[config.mk]
export PLATFORM = sky130hd
export DESIGN_NAME = memory_gateway_driver_flat
export DESIGN_NICKNAME = d
export VERILOG_FILES = /design/src/rtl/memory_gateway_pkg.sv /design/src/rtl/memory_gateway_driver_if.sv /design/src/rtl/memory_request_fifo.sv /design/src/rtl/memory_gateway_driver.sv /design/src/flat_wrapper.sv
export SDC_FILE = /design/constraint.sdc
export NUM_CORES = 1
export LEC_CHECK = 0
export ABC_AREA = 0
export CAP_MARGIN = 20
export CORE_ASPECT_RATIO = 0.75
export CORE_UTILIZATION = 47
export DETAILED_ROUTE_END_ITERATION = 10
export PLACE_DENSITY = 0.78
export SETUP_SLACK_MARGIN = 0.05
export SLEW_MARGIN = 10
export SYNTH_ARGS = -nofsm -noshare
export SYNTH_HDL_FRONTEND = slang
export SYNTH_HIERARCHICAL = 1
export SYNTH_SLANG_ARGS = --single-unit
[constraint.sdc]
create_clock -name ap_clk -period 3.9 [get_ports ap_clk]
set_clock_uncertainty 0.05 [all_clocks]
set_input_delay 1.17 -clock ap_clk [delete_from_list [all_inputs] [get_ports ap_clk]]
set_output_delay 1.17 -clock ap_clk [all_outputs]
set_load 0.05 [all_outputs]
[src/rtl/memory_gateway_pkg.sv]
// rtl/memory_gateway_pkg.sv - shared types and widths for the memory gateway driver
package memory_gateway_pkg;

  localparam int MEM_DATA_WIDTH = 16;
  localparam int GW_ADDR_WIDTH  = 64;

  typedef enum logic [1:0] {IDLE, ISSUE, WAIT, RESP} driver_state_t;

  // Address is stored already zero-extended to the gateway width.
  typedef struct packed {
    logic [GW_ADDR_WIDTH-1:0]  addr;
    logic [MEM_DATA_WIDTH-1:0] wdata;
    logic                      wen;
  } mem_req_t;

endpackage

[src/rtl/memory_gateway_driver_if.sv]
// rtl/memory_gateway_driver_if.sv - core request/response and gateway handshake bundle
interface memory_gateway_driver_if #(
  parameter int ADDR_WIDTH = 64
);
  import memory_gateway_pkg::*;

  logic                      req_valid;
  logic                      req_ready;
  logic [ADDR_WIDTH-1:0]     req_addr;
  logic [MEM_DATA_WIDTH-1:0] req_wdata;
  logic                      req_wen;

  logic                      resp_valid;
  logic                      resp_ready;
  logic [MEM_DATA_WIDTH-1:0] resp_rdata;

  logic                      gw_ap_start;
  logic                      gw_ap_done;
  logic [MEM_DATA_WIDTH-1:0] gw_ap_return;
  logic [GW_ADDR_WIDTH-1:0]  gw_addr;
  logic [MEM_DATA_WIDTH-1:0] gw_wdata;
  logic                      gw_wen;

  modport master (
    input  req_valid, req_addr, req_wdata, req_wen, resp_ready, gw_ap_done, gw_ap_return,
    output req_ready, resp_valid, resp_rdata, gw_ap_start, gw_addr, gw_wdata, gw_wen
  );

  modport slave (
    output req_valid, req_addr, req_wdata, req_wen, resp_ready, gw_ap_done, gw_ap_return,
    input  req_ready, resp_valid, resp_rdata, gw_ap_start, gw_addr, gw_wdata, gw_wen
  );

endinterface

[src/rtl/memory_request_fifo.sv]
// rtl/memory_request_fifo.sv - in-order request buffer with extra-bit wrap pointers
module memory_request_fifo
  import memory_gateway_pkg::*;
#(
  parameter type entry_t = mem_req_t,
  parameter int  DEPTH   = 4
) (
  input  logic   clk,
  input  logic   rst_n,
  input  logic   push,
  input  entry_t push_data,
  input  logic   pop,
  output logic   full,
  output logic   empty,
  output entry_t head
);

  localparam int PW = $clog2(DEPTH);
  localparam logic [PW:0] PTR_ONE = 1;

  logic [PW:0] wr_ptr;
  logic [PW:0] rd_ptr;
  entry_t      mem [DEPTH];

  always_ff @(posedge clk or negedge rst_n) begin
    if (!rst_n) begin
      wr_ptr <= '0;
      rd_ptr <= '0;
    end else begin
      if (push && !full)
        wr_ptr <= wr_ptr + PTR_ONE;
      if (pop && !empty)
        rd_ptr <= rd_ptr + PTR_ONE;
    end
  end

  always_ff @(posedge clk) begin
    if (push && !full)
      mem[wr_ptr[PW-1:0]] <= push_data;
  end

  // Same index with differing wrap bits means the write pointer lapped the read pointer.
  assign empty = (wr_ptr == rd_ptr);
  assign full  = (wr_ptr[PW] != rd_ptr[PW]) && (wr_ptr[PW-1:0] == rd_ptr[PW-1:0]);
  assign head  = mem[rd_ptr[PW-1:0]];

endmodule

[src/rtl/memory_gateway_driver.sv]
// rtl/memory_gateway_driver.sv - buffers core word requests and issues them one at a time over ap_start/ap_done
module memory_gateway_driver
  import memory_gateway_pkg::*;
#(
  parameter int ADDR_WIDTH     = 64,
  parameter int FIFO_DEPTH     = 4,
  parameter int TIMEOUT_CYCLES = 1024
) (
  input  logic                     ap_clk,
  input  logic                     ap_rst_n,
  input  logic [GW_ADDR_WIDTH-1:0] base_pointer,
  output logic [GW_ADDR_WIDTH-1:0] gw_memory_pointer,
  output logic                     busy,
  output logic                     timeout_error,
  memory_gateway_driver_if.master  bus
);

  driver_state_t             state;
  driver_state_t             state_next;
  logic                      live;
  logic                      full;
  logic                      empty;
  logic                      push;
  logic                      pop;
  logic                      head_active;
  mem_req_t                  req_in;
  mem_req_t                  head;
  logic [31:0]               wait_cnt;
  logic [31:0]               wait_cnt_inc;
  logic [MEM_DATA_WIDTH-1:0] rdata;

  assign gw_memory_pointer = base_pointer;

  assign req_in = '{addr:  64'(bus.req_addr[ADDR_WIDTH-1:0]),
                    wdata: bus.req_wdata,
                    wen:   bus.req_wen};

  // live keeps req_ready low while reset is asserted, without a combinational reset path.
  assign bus.req_ready = live && !full;
  assign push          = bus.req_valid && bus.req_ready;

  memory_request_fifo #(
    .entry_t (mem_req_t),
    .DEPTH   (FIFO_DEPTH)
  ) u_fifo (
    .clk       (ap_clk),
    .rst_n     (ap_rst_n),
    .push      (push),
    .push_data (req_in),
    .pop       (pop),
    .full      (full),
    .empty     (empty),
    .head      (head)
  );

  always_comb begin
    state_next = state;
    pop        = 1'b0;
    case (state)
      IDLE:  if (!empty) state_next = ISSUE;
      ISSUE: state_next = WAIT;
      WAIT: begin
        if (bus.gw_ap_done) begin
          pop        = 1'b1;
          state_next = head.wen ? IDLE : RESP;
        end
      end
      RESP:  if (bus.resp_ready) state_next = IDLE;
      default: state_next = IDLE;
    endcase
  end

  assign wait_cnt_inc = (wait_cnt == '1) ? wait_cnt : wait_cnt + 32'd1;

  always_ff @(posedge ap_clk or negedge ap_rst_n) begin
    if (!ap_rst_n) begin
      state         <= IDLE;
      live          <= 1'b0;
      wait_cnt      <= '0;
      timeout_error <= 1'b0;
      rdata         <= '0;
    end else begin
      live  <= 1'b1;
      state <= state_next;
      if (state == ISSUE) begin
        wait_cnt <= '0;
      end else if (state == WAIT && !bus.gw_ap_done) begin
        wait_cnt <= wait_cnt_inc;
        if (wait_cnt_inc == 32'(TIMEOUT_CYCLES - 1))
          timeout_error <= 1'b1;
      end
      // gw_ap_return is only meaningful in the ap_done cycle, so capture it there.
      if (state == WAIT && bus.gw_ap_done && !head.wen)
        rdata <= bus.gw_ap_return;
    end
  end

  assign head_active     = (state == ISSUE) || (state == WAIT);
  assign bus.gw_ap_start = (state == ISSUE);
  assign bus.gw_addr     = head_active ? head.addr  : '0;
  assign bus.gw_wdata    = head_active ? head.wdata : '0;
  assign bus.gw_wen      = head_active ? head.wen   : 1'b0;
  assign bus.resp_valid  = (state == RESP);
  assign bus.resp_rdata  = (state == RESP) ? rdata : '0;
  assign busy            = !empty || (state != IDLE);

endmodule

[src/flat_wrapper.sv]
// flat-port wrapper written by rule: the top's interface ports become plain ports
module memory_gateway_driver_flat import memory_gateway_pkg::*;
#(
  parameter int ADDR_WIDTH     = 64,
  parameter int FIFO_DEPTH     = 4,
  parameter int TIMEOUT_CYCLES = 1024
)
  (ap_clk, ap_rst_n, base_pointer, gw_memory_pointer, busy, timeout_error, bus_req_valid, bus_req_addr, bus_req_wdata, bus_req_wen, bus_resp_ready, bus_gw_ap_done, bus_gw_ap_return, bus_req_ready, bus_resp_valid, bus_resp_rdata, bus_gw_ap_start, bus_gw_addr, bus_gw_wdata, bus_gw_wen);
  memory_gateway_driver_if #(.ADDR_WIDTH(ADDR_WIDTH)) bus_i ();
  input  logic ap_clk;
  input  logic ap_rst_n;
  input  logic [GW_ADDR_WIDTH-1:0] base_pointer;
  output logic [GW_ADDR_WIDTH-1:0] gw_memory_pointer;
  output logic busy;
  output logic timeout_error;
  input wire logic [$bits(bus_i.req_valid)-1:0] bus_req_valid;
  input wire logic [$bits(bus_i.req_addr)-1:0] bus_req_addr;
  input wire logic [$bits(bus_i.req_wdata)-1:0] bus_req_wdata;
  input wire logic [$bits(bus_i.req_wen)-1:0] bus_req_wen;
  input wire logic [$bits(bus_i.resp_ready)-1:0] bus_resp_ready;
  input wire logic [$bits(bus_i.gw_ap_done)-1:0] bus_gw_ap_done;
  input wire logic [$bits(bus_i.gw_ap_return)-1:0] bus_gw_ap_return;
  output wire logic [$bits(bus_i.req_ready)-1:0] bus_req_ready;
  output wire logic [$bits(bus_i.resp_valid)-1:0] bus_resp_valid;
  output wire logic [$bits(bus_i.resp_rdata)-1:0] bus_resp_rdata;
  output wire logic [$bits(bus_i.gw_ap_start)-1:0] bus_gw_ap_start;
  output wire logic [$bits(bus_i.gw_addr)-1:0] bus_gw_addr;
  output wire logic [$bits(bus_i.gw_wdata)-1:0] bus_gw_wdata;
  output wire logic [$bits(bus_i.gw_wen)-1:0] bus_gw_wen;
  assign bus_i.req_valid = bus_req_valid;
  assign bus_i.req_addr = bus_req_addr;
  assign bus_i.req_wdata = bus_req_wdata;
  assign bus_i.req_wen = bus_req_wen;
  assign bus_i.resp_ready = bus_resp_ready;
  assign bus_i.gw_ap_done = bus_gw_ap_done;
  assign bus_i.gw_ap_return = bus_gw_ap_return;
  assign bus_req_ready = bus_i.req_ready;
  assign bus_resp_valid = bus_i.resp_valid;
  assign bus_resp_rdata = bus_i.resp_rdata;
  assign bus_gw_ap_start = bus_i.gw_ap_start;
  assign bus_gw_addr = bus_i.gw_addr;
  assign bus_gw_wdata = bus_i.gw_wdata;
  assign bus_gw_wen = bus_i.gw_wen;
  memory_gateway_driver #(.ADDR_WIDTH(ADDR_WIDTH), .FIFO_DEPTH(FIFO_DEPTH), .TIMEOUT_CYCLES(TIMEOUT_CYCLES)) u_core (.ap_clk(ap_clk), .ap_rst_n(ap_rst_n), .base_pointer(base_pointer), .gw_memory_pointer(gw_memory_pointer), .busy(busy), .timeout_error(timeout_error), .bus(bus_i));
endmodule
==> impl_metrics.xml, run 1 <==
<?xml version="1.0" encoding="UTF-8"?>
<metrics>
  <group name="die">
    <metric name="chipHeight" unit="um">164</metric>
    <metric name="floorplan.core_area" unit="um2">34600</metric>
    <metric name="start_util" unit="">0.477</metric>
    <metric name="dieArea" unit="um2">35900</metric>
    <metric name="top_level_ports" unit="">332</metric>
    <metric name="die_w" unit="um">218</metric>
    <metric name="fp-row-count" unit="">59</metric>
  </group>
  <group name="synthesis">
    <metric name="synth_enable_flop_cells" unit="">324</metric>
    <metric name="yosysWarnings" unit="">6</metric>
    <metric name="post_synth_inst_count" unit="">1001</metric>
    <metric name="seq_area_frac_synth" unit="">0.677</metric>
    <metric name="synth_flop_cell" unit="">sky130_fd_sc_hd__edfxtp_1</metric>
    <metric name="synthArstFlopShare" unit="">0.152</metric>
    <metric name="mappedNetlistNets" unit="">1177</metric>
    <metric name="synth_cell_type_count" unit="">53</metric>
    <metric name="yosys_register_bits" unit="">382</metric>
    <metric name="syn_avg_cell_area" unit="um2">16.5</metric>
    <metric name="syn_area" unit="um2">16500</metric>
  </group>
  <group name="route">
    <metric name="drtIter0Drc" unit="">755</metric>
    <metric name="vias_per_cell" unit="">5.51</metric>
    <metric name="routed_vias" unit="">9123</metric>
    <metric name="drtAntennaViolNets" unit="">0</metric>
    <metric name="routed_wirelength" unit="mm">35.4</metric>
    <metric name="drc" unit="">0</metric>
    <metric name="drt_pre_antenna_iters" unit="">5</metric>
    <metric name="wire_per_inst" unit="um">21.4</metric>
  </group>
  <group name="global_routing">
    <metric name="gr-max-usage-layer" unit="">met2</metric>
    <metric name="groute.usage.overall" unit="">0.201</metric>
    <metric name="grt_antenna_before_repair" unit="">5</metric>
    <metric name="gr-usage-met3" unit="">0.0537</metric>
    <metric name="first_global_vias" unit="">9370</metric>
    <metric name="global_route.overflow_total" unit="">0</metric>
    <metric name="grt_use_met2" unit="">0.317</metric>
    <metric name="grt_pass1_wl" unit="mm">54.2</metric>
    <metric name="grt.met1_usage" unit="">0.275</metric>
    <metric name="grt_max_degree" unit="">82</metric>
  </group>
  <group name="critical_path">
    <metric name="critical_path_required" unit="ns">2.68</metric>
    <metric name="critPathBufInv" unit="">2</metric>
    <metric name="worstReg2RegStart" unit="">u_core/wait_cnt[16]</metric>
    <metric name="end_kind" unit="">primary output</metric>
    <metric name="critical_path_start" unit="">u_core/u_fifo/rd_ptr[1]</metric>
    <metric name="timing.setup.critical_path_class" unit="">reg2out</metric>
    <metric name="crit_arrival" unit="ns">2.47</metric>
    <metric name="path_delay_family" unit="">flip-flops</metric>
    <metric name="start_kind" unit="">flip-flop</metric>
    <metric name="worst_path_max_delay_cell" unit="">sky130_fd_sc_hd__dfrtp_4</metric>
    <metric name="cp_cell_sequence" unit="">buf_12 &gt; mux4_2 &gt; and2_1 &gt; buf_4</metric>
    <metric name="crit_path_max_incr_delay" unit="ns">0.68</metric>
    <metric name="cp_max_fo" unit="">63</metric>
  </group>
  <group name="worst_hold_path">
    <metric name="min-delay-start" unit="">u_core/timeout_error</metric>
    <metric name="timing.hold.worst.class" unit="">reg2reg</metric>
  </group>
  <group name="final_layout">
    <metric name="synthToLayoutAreaGrowth" unit="%">20.5</metric>
    <metric name="highest_count_cells_in_the_layout_ignoring_fill_and_taps" unit="">sky130_fd_sc_hd__edfxtp_1, sky130_fd_sc_hd__clkdlybuf4s50_1, sky130_fd_sc_hd__buf_4</metric>
    <metric name="num-nets-final" unit="">1340</metric>
    <metric name="final_common_cell" unit="">sky130_fd_sc_hd__edfxtp_1</metric>
    <metric name="final_layout_size_suffix_gt1_frac" unit="">0.242</metric>
  </group>
  <group name="timing">
    <metric name="period_utilisation_layout" unit="">0.945</metric>
    <metric name="fin_tns_setup" unit="ns">0</metric>
    <metric name="finalSetupViolations" unit="">0</metric>
    <metric name="final_period_minus_worst_setup_slack" unit="ns">3.69</metric>
    <metric name="hold_viol_final" unit="">0</metric>
    <metric name="worst_hold_slack" unit="ns">0.433</metric>
    <metric name="tightestPinTransition" unit="ns">0.733</metric>
    <metric name="fmaxAchievable" unit="GHz">0.271</metric>
    <metric name="rsz_0062_raised_after_global_routing" unit="">false</metric>
    <metric name="max_slew_violation_total_from_the_final_report" unit="">0</metric>
    <metric name="slew_headroom" unit="">0.510</metric>
  </group>
  <group name="clock_network">
    <metric name="cts_sinks" unit="">382</metric>
    <metric name="cts_inserted_buffers" unit="">39</metric>
    <metric name="post_cts_hold_buffer_count" unit="">0</metric>
    <metric name="h-tree-depth" unit="">2</metric>
    <metric name="cts.root.buffer_cell" unit="">sky130_fd_sc_hd__clkbuf_16</metric>
    <metric name="clock_tree_from_tritoncts" unit="">done</metric>
    <metric name="clock_insertion_delay_worst_skew" unit="ns">0.54</metric>
    <metric name="cts.clk_slew.worst_paths" unit="ns">0.06</metric>
    <metric name="clockBufferDepth" unit="">3</metric>
  </group>
  <group name="place">
    <metric name="placement.io_buffers" unit="">203</metric>
    <metric name="dp_hpwl" unit="mm">23.0</metric>
    <metric name="place.gp.congestion" unit="">0.901</metric>
  </group>
  <group name="power_and_ir_drop">
    <metric name="cellPowerDensity" unit="nW/um2">792</metric>
    <metric name="cellLeakagePower" unit="nW">6.92</metric>
    <metric name="ir_worst_vdd" unit="mV">0.697</metric>
  </group>
  <group name="status">
    <metric name="status" unit="">complete, no violations</metric>
  </group>
  <group name="flow_run">
    <metric name="cap_viol_max_count" unit="">0</metric>
  </group>
</metrics>
-- synth_stat cells (9+ instances only) --
cell	number	area, um2
sky130_fd_sc_hd__a21oi_1	12	60.1
sky130_fd_sc_hd__and2_1	103	644
sky130_fd_sc_hd__and3_1	12	75.1
sky130_fd_sc_hd__buf_2	16	80.1
sky130_fd_sc_hd__buf_4	76	571
sky130_fd_sc_hd__clkbuf_1	23	86.3
sky130_fd_sc_hd__dfrtp_1	58	1450
sky130_fd_sc_hd__edfxtp_1	324	9730
sky130_fd_sc_hd__ha_1	10	125
sky130_fd_sc_hd__inv_1	12	45.0
sky130_fd_sc_hd__mux2_2	16	180
sky130_fd_sc_hd__mux4_2	81	1820
sky130_fd_sc_hd__nand2_1	26	97.6
sky130_fd_sc_hd__nand3_1	28	140
sky130_fd_sc_hd__nand4_1	19	119
sky130_fd_sc_hd__nor2_1	45	169
sky130_fd_sc_hd__nor3_1	11	55.1
sky130_fd_sc_hd__o21ai_0	9	45.0
sky130_fd_sc_hd__xnor2_1	32	280
sky130_fd_sc_hd__xor2_1	15	131
-- registers in the layout, summed over array words and instances (netlist names) --
register              flops
u_core/state              2
u_core/u_fifo/mem       324
u_core/u_fifo/wr_ptr      3
u_core/u_fifo/rd_ptr      3
u_core/live               1
u_core/rdata             16
u_core/timeout_error      1
u_core/wait_cnt          32
-- area by class of cell --
type | count | area (um2)
flip-flops and latches | 382 | 11200
diodes | 3 | 7.51
clock buffers | 49 | 1070
multi-input cells | 489 | 4550
repair buffers | 240 | 2230
clock inverters | 23 | 223
inverters | 12 | 45.0
well taps | 457 | 572
fillers | 2635 | 14700
-- per-layer routing --
layer / part of all wire / wire [um] / up-vias
met3: 0.085 / 2990 / 62
met1: 0.43 / 15100 / 4625
met5: 0.00076 / 27 / -
li1: - / - / 4076
met4: 0.018 / 626 / 4
met2: 0.47 / 16700 / 356
-- final timing paths --
kind	end	slack [ns]	cells after the start
worst min-delay path	u_core/timeout_error	0.43	2
max in group asynchronous	u_core/wait_cnt[19]	2.52	2
worst min register to register	u_core/timeout_error	0.43	2
worst max-delay path	bus_gw_addr[8]	0.21	4
min in group asynchronous	u_core/rdata[0]	0.57	1
worst max register to register	u_core/timeout_error	0.63	7
-- cells by family (layout without fill, tap and decap cells) --
family / Yosys count / in the layout / share of synthesized area
simple gates: 281 / 281 / 0.0966
buf+inv: 130 / 324 / 0.0485
xor+xnor: 49 / 49 / 0.0269
compound gates: 48 / 48 / 0.0195
mux: 100 / 100 / 0.123
other cells: 1 / 4 / 0.000227
flops: 382 / 382 / 0.677
fa+ha+maj: 10 / 10 / 0.00758
-- what timing repair did --
item                                    CTS  global route
endpoints found under the setup margin    2             4
gates resized for setup                   2             1
hold endpoints to repair                  0             0
buffers inserted                          0             8
-- power breakdown --
group | internal, mW | leakage (nW) | switching (mW)
sequential | 5.01 | 3.69 | 0.242
clock | 2.21 | 0.626 | 1.50
combinational | 2.43 | 2.61 | 4.37
-- metrics by stage --
step	area [um2]	std cells	setup WS, ns	utilization	power, mW
floorplan	16500	1001	0.211	-	10.2
global placement	18500	1572	0.565	0.535	12.0
detailed placement	18500	1572	0.563	0.535	12.1
CTS	19800	1644	0.0822	0.572	15.9
global route	19900	1653	0.0952	0.574	16.4
finish	19900	1655	0.214	0.574	15.8
-- worst min-delay path, delay by kind of cell (launching register included) --
kind / cells / cell delay, ns
buffers and inverters: 1 / 0.04
DFF: 1 / 0.35
AOI/OAI and AO/OA: 1 / 0.06
(Power assumes the default switching activity.)
==> run 2: changes to the inputs <==
--- a/config.mk
+++ b/config.mk
@@ -9,6 +9,7 @@
 export CAP_MARGIN = 20
 export CORE_ASPECT_RATIO = 0.75
 export CORE_UTILIZATION = 47
+export CTS_CLUSTER_DIAMETER = 200
 export DETAILED_ROUTE_END_ITERATION = 10
 export PLACE_DENSITY = 0.78
 export SETUP_SLACK_MARGIN = 0.05
==> results of run 2 <==
The final DEF is identical to that of run 1; final timing and power are the same.
